==> src/rtl/midi_message_sequencer.sv <==
// midi_message_sequencer
// Converts one latched note event into a 3-byte MIDI channel message
// (status, note, velocity) and streams it onto a valid/ready byte interface.
// After the last byte is handed off, or the note is rejected, it returns a
// one-cycle ack to the input buffer.
// Optional build macro: MIDI_RUNNING_STATUS_EN. When it is defined, the
// status byte is omitted if it matches the last status byte sent.
module midi_message_sequencer #(
  parameter int         BASE_NOTE         = 48,
  parameter logic [6:0] NOTE_ON_VELOCITY  = 7'h64,
  parameter logic [6:0] NOTE_OFF_VELOCITY = 7'h40
) (
  input  logic       clk,
  input  logic       reset_n,
  input  logic       msg_valid,
  input  logic       msg_note_on,
  input  logic [3:0] msg_note,
  input  logic [1:0] msg_octave,
  input  logic [3:0] msg_channel,
  output logic       msg_ack,
  output logic [7:0] tx_data,
  output logic       tx_valid,
  input  logic       tx_ready,
  output logic       busy,
  output logic       note_error,
  output logic       overrun
);

  typedef enum logic [2:0] {IDLE, STATUS, NOTE, VEL, ACK} state_t;

  function automatic logic [7:0] status_byte(input logic on, input logic [3:0] ch);
    return {1'b1, 2'b00, on, ch};
  endfunction

  function automatic logic [7:0] note_byte(input logic [3:0] n, input logic [1:0] oct);
    logic [7:0] s;
    s = 8'(BASE_NOTE) + 8'(oct) * 8'd12 + 8'(n);
    return {1'b0, s[6:0]};
  endfunction

  function automatic logic [7:0] vel_byte(input logic on);
    return {1'b0, on ? NOTE_ON_VELOCITY : NOTE_OFF_VELOCITY};
  endfunction

  state_t     state_q, state_d;
  logic       on_q, on_d;
  logic [3:0] note_q, note_d;
  logic [1:0] octave_q, octave_d;
  logic [3:0] channel_q, channel_d;
  logic [7:0] tx_data_q, tx_data_d;
  logic       tx_valid_q, tx_valid_d;
  logic       msg_ack_q, msg_ack_d;
  logic       note_error_q, note_error_d;
  logic       overrun_q, overrun_d;
  logic       busy_q, busy_d;
  // Set on a rejected note so ACK holds for one extra cycle before acking.
  logic       rej_q, rej_d;
`ifdef MIDI_RUNNING_STATUS_EN
  logic [7:0] last_status_q, last_status_d;
  logic       last_vld_q, last_vld_d;
`endif

  logic [7:0] in_status;
  logic       skip_status;

  // Next-state, byte sequencing and pulse outputs
  always_comb begin
    state_d      = state_q;
    on_d         = on_q;
    note_d       = note_q;
    octave_d     = octave_q;
    channel_d    = channel_q;
    tx_data_d    = tx_data_q;
    tx_valid_d   = tx_valid_q;
    msg_ack_d    = 1'b0;
    note_error_d = 1'b0;
    overrun_d    = 1'b0;
    rej_d        = rej_q;
`ifdef MIDI_RUNNING_STATUS_EN
    last_status_d = last_status_q;
    last_vld_d    = last_vld_q;
`endif
    in_status   = status_byte(msg_note_on, msg_channel);
    skip_status = 1'b0;
`ifdef MIDI_RUNNING_STATUS_EN
    skip_status = last_vld_q && (in_status == last_status_q);
`endif

    case (state_q)
      IDLE: begin
        if (msg_valid) begin
          if (msg_note < 4'd12) begin
            on_d       = msg_note_on;
            note_d     = msg_note;
            octave_d   = msg_octave;
            channel_d  = msg_channel;
            tx_valid_d = 1'b1;
            if (skip_status) begin
              state_d   = NOTE;
              tx_data_d = note_byte(msg_note, msg_octave);
            end else begin
              state_d   = STATUS;
              tx_data_d = in_status;
            end
          end else begin
            state_d      = ACK;
            rej_d        = 1'b1;
            note_error_d = 1'b1;
          end
        end
      end
      STATUS: begin
        if (tx_ready) begin
          state_d   = NOTE;
          tx_data_d = note_byte(note_q, octave_q);
`ifdef MIDI_RUNNING_STATUS_EN
          last_status_d = tx_data_q;
          last_vld_d    = 1'b1;
`endif
        end
      end
      NOTE: begin
        if (tx_ready) begin
          state_d   = VEL;
          tx_data_d = vel_byte(on_q);
        end
      end
      VEL: begin
        if (tx_ready) begin
          state_d    = ACK;
          tx_valid_d = 1'b0;
          tx_data_d  = 8'h00;
          msg_ack_d  = 1'b1;
        end
      end
      ACK: begin
        if (rej_q) begin
          rej_d     = 1'b0;
          msg_ack_d = 1'b1;
        end else begin
          state_d = IDLE;
        end
      end
      default: state_d = IDLE;
    endcase

    if (msg_valid && (state_q != IDLE)) overrun_d = 1'b1;
    busy_d = (state_d != IDLE);
  end

  // State and registered outputs
  always_ff @(posedge clk or negedge reset_n) begin
    if (!reset_n) begin
      state_q      <= IDLE;
      on_q         <= 1'b0;
      note_q       <= 4'h0;
      octave_q     <= 2'h0;
      channel_q    <= 4'h0;
      tx_data_q    <= 8'h00;
      tx_valid_q   <= 1'b0;
      msg_ack_q    <= 1'b0;
      note_error_q <= 1'b0;
      overrun_q    <= 1'b0;
      busy_q       <= 1'b0;
      rej_q        <= 1'b0;
    end else begin
      state_q      <= state_d;
      on_q         <= on_d;
      note_q       <= note_d;
      octave_q     <= octave_d;
      channel_q    <= channel_d;
      tx_data_q    <= tx_data_d;
      tx_valid_q   <= tx_valid_d;
      msg_ack_q    <= msg_ack_d;
      note_error_q <= note_error_d;
      overrun_q    <= overrun_d;
      busy_q       <= busy_d;
      rej_q        <= rej_d;
    end
  end

`ifdef MIDI_RUNNING_STATUS_EN
  // Running-status memory; only reset invalidates it
  always_ff @(posedge clk or negedge reset_n) begin
    if (!reset_n) begin
      last_status_q <= 8'h00;
      last_vld_q    <= 1'b0;
    end else begin
      last_status_q <= last_status_d;
      last_vld_q    <= last_vld_d;
    end
  end
`endif

  assign tx_data    = tx_data_q;
  assign tx_valid   = tx_valid_q;
  assign msg_ack    = msg_ack_q;
  assign note_error = note_error_q;
  assign overrun    = overrun_q;
  assign busy       = busy_q;

endmodule

==> config.mk <==
export PLATFORM = sky130hd
export DESIGN_NAME = midi_message_sequencer
export DESIGN_NICKNAME = d
export VERILOG_FILES = /design/src/rtl/midi_message_sequencer.sv
export SDC_FILE = /design/constraint.sdc
export NUM_CORES = 1
export LEC_CHECK = 0
export CAP_MARGIN = 10
export CELL_PAD_IN_SITES_DETAIL_PLACEMENT = 0
export CELL_PAD_IN_SITES_GLOBAL_PLACEMENT = 1
export CORE_MARGIN = 10
export CORE_UTILIZATION = 47
export DETAILED_ROUTE_END_ITERATION = 7
export DONT_BUFFER_PORTS = 1
export GPL_ROUTABILITY_DRIVEN = 0
export GPL_TIMING_DRIVEN = 0
export PLACE_DENSITY_LB_ADDON = 0.05
export SYNTH_ARGS = -nofsm -noshare
export SYNTH_HDL_FRONTEND = slang
export SYNTH_SLANG_ARGS = --single-unit
==> constraint.sdc <==
create_clock -name clk -period 4.4 [get_ports clk]
set_input_delay 1.1 -clock clk [delete_from_list [all_inputs] [get_ports clk]]
set_output_delay 1.1 -clock clk [all_outputs]
set_load 0.01 [all_outputs]
==> impl_metrics.env <==
export IMPL_status="complete, no violations"
export IMPL_clk_latency_ns=0.31
export IMPL_netlist_area_um2=1159
export IMPL_syn_area_per_cell_um2=11.82
export IMPL_die_area_um2=4851
export IMPL_ant_nets=0
export IMPL_power_frac_clock=0.122
export IMPL_yosysSeqAreaShare=0.5184
export IMPL_grt_pass1_vias=740
export IMPL_p_sw_mw=0.3713
export IMPL_r2r_cells=8
export IMPL_synthXorXnorAreaFrac=0.02268
export IMPL_ys_flop_type="dfrtp_1"
export IMPL_cts_tree="yes"
export IMPL_cts_buffers=3
export IMPL_synth_nets=118
export IMPL_worstMarginPinSlew_ns=0.5100
export IMPL_power_frac_comb=0.443
export IMPL_setup_tns_ns=0
export IMPL_crit_type="reg2reg"
export IMPL_synth_edff_count=0
export IMPL_async_flop_share=1.000
export IMPL_slew_headroom=0.6600
export IMPL_ctsHoldBuffers=0
export IMPL_synth_distinct_cells=34
export IMPL_yosys_warnings=0
export IMPL_cts_htree_levels=1
export IMPL_clk_pin_slew_ns=0.13
export IMPL_startpoint_type="flip-flop"
export IMPL_hp_class="in2async"
export IMPL_drt_iter0_markers=30
export IMPL_synth_top_cell_area_share=0.5184
export IMPL_holdWs_ns=0.4600
export IMPL_crit_fanout=4
export IMPL_fp_row_count=17
export IMPL_dr_pass1_iters=4
export IMPL_endpoint_kind="flip-flop"
export IMPL_cts_setup_buffers=0
export IMPL_num_antenna_cells=0
export IMPL_synth_area_leaders="dfrtp_1, mux2_2, ha_1, inv_1, nor2_1"
export IMPL_core_area_um2=2276
export IMPL_required_ns=4.61
export IMPL_rsz0062_at_grt="no"
export IMPL_antenna_found_initial=0
export IMPL_r2r_end="tx_data[5]$_DFFE_PN0P_"
export IMPL_synth_most_common_cell="dfrtp_1"
export IMPL_ir_drop_mv=0.3782
export IMPL_finalSetupViolations=0
export IMPL_die_h_um=69.65
export IMPL_rrSetupSlack_ns=2.43
export IMPL_seqPwrFrac=0.435
export IMPL_drv_slew=0
export IMPL_synthSimpleGateAreaFrac=0.1102
export IMPL_cts_buffer_depth=2
export IMPL_final_nets=123
export IMPL_regArea_um2=600.6
export IMPL_period_share=0.4472
export IMPL_cp_arrival_ns=2.18
export IMPL_fillCellCount=201
export IMPL_clock_sinks=24
export IMPL_grt_max_degree=25
export IMPL_cts_root_buffer_cell="clkbuf_4"
export IMPL_synthAdderAreaFrac=0.06048
export IMPL_routed_wirelength_mm=2.318
export IMPL_multi_input_area_um2=519.2
export IMPL_hold_viol=0
export IMPL_synth_top_area_cell="dfrtp_1"
export IMPL_p_leak_nw=0.5637
export IMPL_overflow=0
export IMPL_synthToLayoutAreaGrowth_pct=6.156
export IMPL_p_int_mw=0.5820
export IMPL_synthMuxAreaShare=0.1447
export IMPL_synthTopCellsByCount="dfrtp_1, mux2_2, inv_1"
export IMPL_post_cts_resized=0
export IMPL_synth_top_family_by_area="multiplexers"
export IMPL_drc=0
export IMPL_syn_inst=98
export IMPL_p_per_area_nw_per_um2=775.0
export IMPL_vias_per_cell=5.569
export IMPL_vias=724
export IMPL_synth_compound_area_share=0.1102
export IMPL_swShare=0.3895
export IMPL_die_w_um=69.65
export IMPL_synth_seq_cells=24
export IMPL_maxCapViolCount=0
export IMPL_start_util=0.5091
export IMPL_port_buffers=0
export IMPL_fin_crit_ns=1.968
export IMPL_track_usage=0.09627
export IMPL_hpwl_mm=1.771
export IMPL_final_core_util=0.5404
export IMPL_grt_pass1_wl_mm=3.788
export IMPL_reg2reg_from="octave_q[0]$_DFFE_PN0P_"
export IMPL_avgRoutedWirePerCell_um=17.83
export IMPL_clock_skew_ns=0.003903
export IMPL_max_freq_ghz=0.5082
export IMPL_io_pins=28
export IMPL_total_power_mw=0.9532
export IMPL_layout_drive_gt1_share=0.2451
[metal layers]
layer  vias up  global-route usage  routed length [µm]
met5         -                   0                   0
met2        19              0.1442                1102
met1       351              0.1110                 952
li1        352                   -                   -
met3         2             0.05706                 252
met4         0             0.03261                  10
[kinds of logic after synthesis]
group                    Yosys count
XOR/XNOR                           3
AND/OR/NAND/NOR                   23
adder cells (fa/ha/maj)            5
buffers and inverters             10
flip-flops                        24
AO/OA/AOI/OAI                     18
multiplexers                      15
[how the worst max path moves through the flow]
stage	endpoint	from
final	tx_data[5]$_DFFE_PN0P_	octave_q[0]$_DFFE_PN0P_
after global routing	tx_data[5]$_DFFE_PN0P_	octave_q[0]$_DFFE_PN0P_
after CTS	tx_data[5]$_DFFE_PN0P_	octave_q[0]$_DFFE_PN0P_
after detailed placement	tx_data[0]$_DFFE_PN0P_	msg_note[3]
after global placement	tx_data[5]$_DFFE_PN0P_	msg_note[3]
after floorplan	tx_data[0]$_DFFE_PN0P_	msg_note[3]
[registers in the layout, indices dropped and copies added (netlist names)]
register / cells
tx_data: 8
overrun: 1
msg_ack: 1
note_q: 4
state_q: 3
rej_q: 1
on_q: 1
busy: 1
octave_q: 2
note_error: 1
tx_valid: 1
[critical path: stages, from the launching register on]
cell and delay (ns):
dfrtp_1 0.42, inv_1 0.06, ha_1 0.28, inv_1 0.09, ha_1 0.23, a211oi_1 0.26
xnor2_1 0.17, o22ai_1 0.09, mux2_2 0.27
[power groups by stage]
stage          Sequential, mW  Clock, mW  Combinational, mW
2_1_floorplan           0.400          0              0.349
3_3_place_gp            0.421          0              0.420
3_5_place_dp            0.424          0              0.428
4_1_cts                 0.419      0.119              0.429
5_1_grt                 0.432      0.132              0.483
6_report                0.415      0.116              0.423
[placed cells by master, fill, tap and decap left out, types with 2 or more instances in the layout]
cell       n
a22oi_1    3
clkbuf_4   3
a21oi_1    2
nand3_1    2
inv_1      8
mux2_2    14
nor2b_1    2
nand2_1    3
dfrtp_1   24
xor2_1     2
nor2_1     7
o21ai_0    5
ha_1       4
[through the flow]
stage / area (µm²) / cells / setup slack, ns
detailed placement: 1194 / 126 / 2.272
CTS: 1230 / 130 / 2.424
global route: 1230 / 130 / 2.330
floorplan: 1159 / 98 / 2.389
finish: 1230 / 130 / 2.432
global placement: 1194 / 126 / 2.269
[cell type report]
type	count	area share
buffer	2	0.007121
tap	28	0.02848
multi-input combinational	64	0.4222
clock buffer	4	0.02950
sequential	24	0.4883
inverter	8	0.02442
Note: power is estimated with default switching activity, not from simulation.
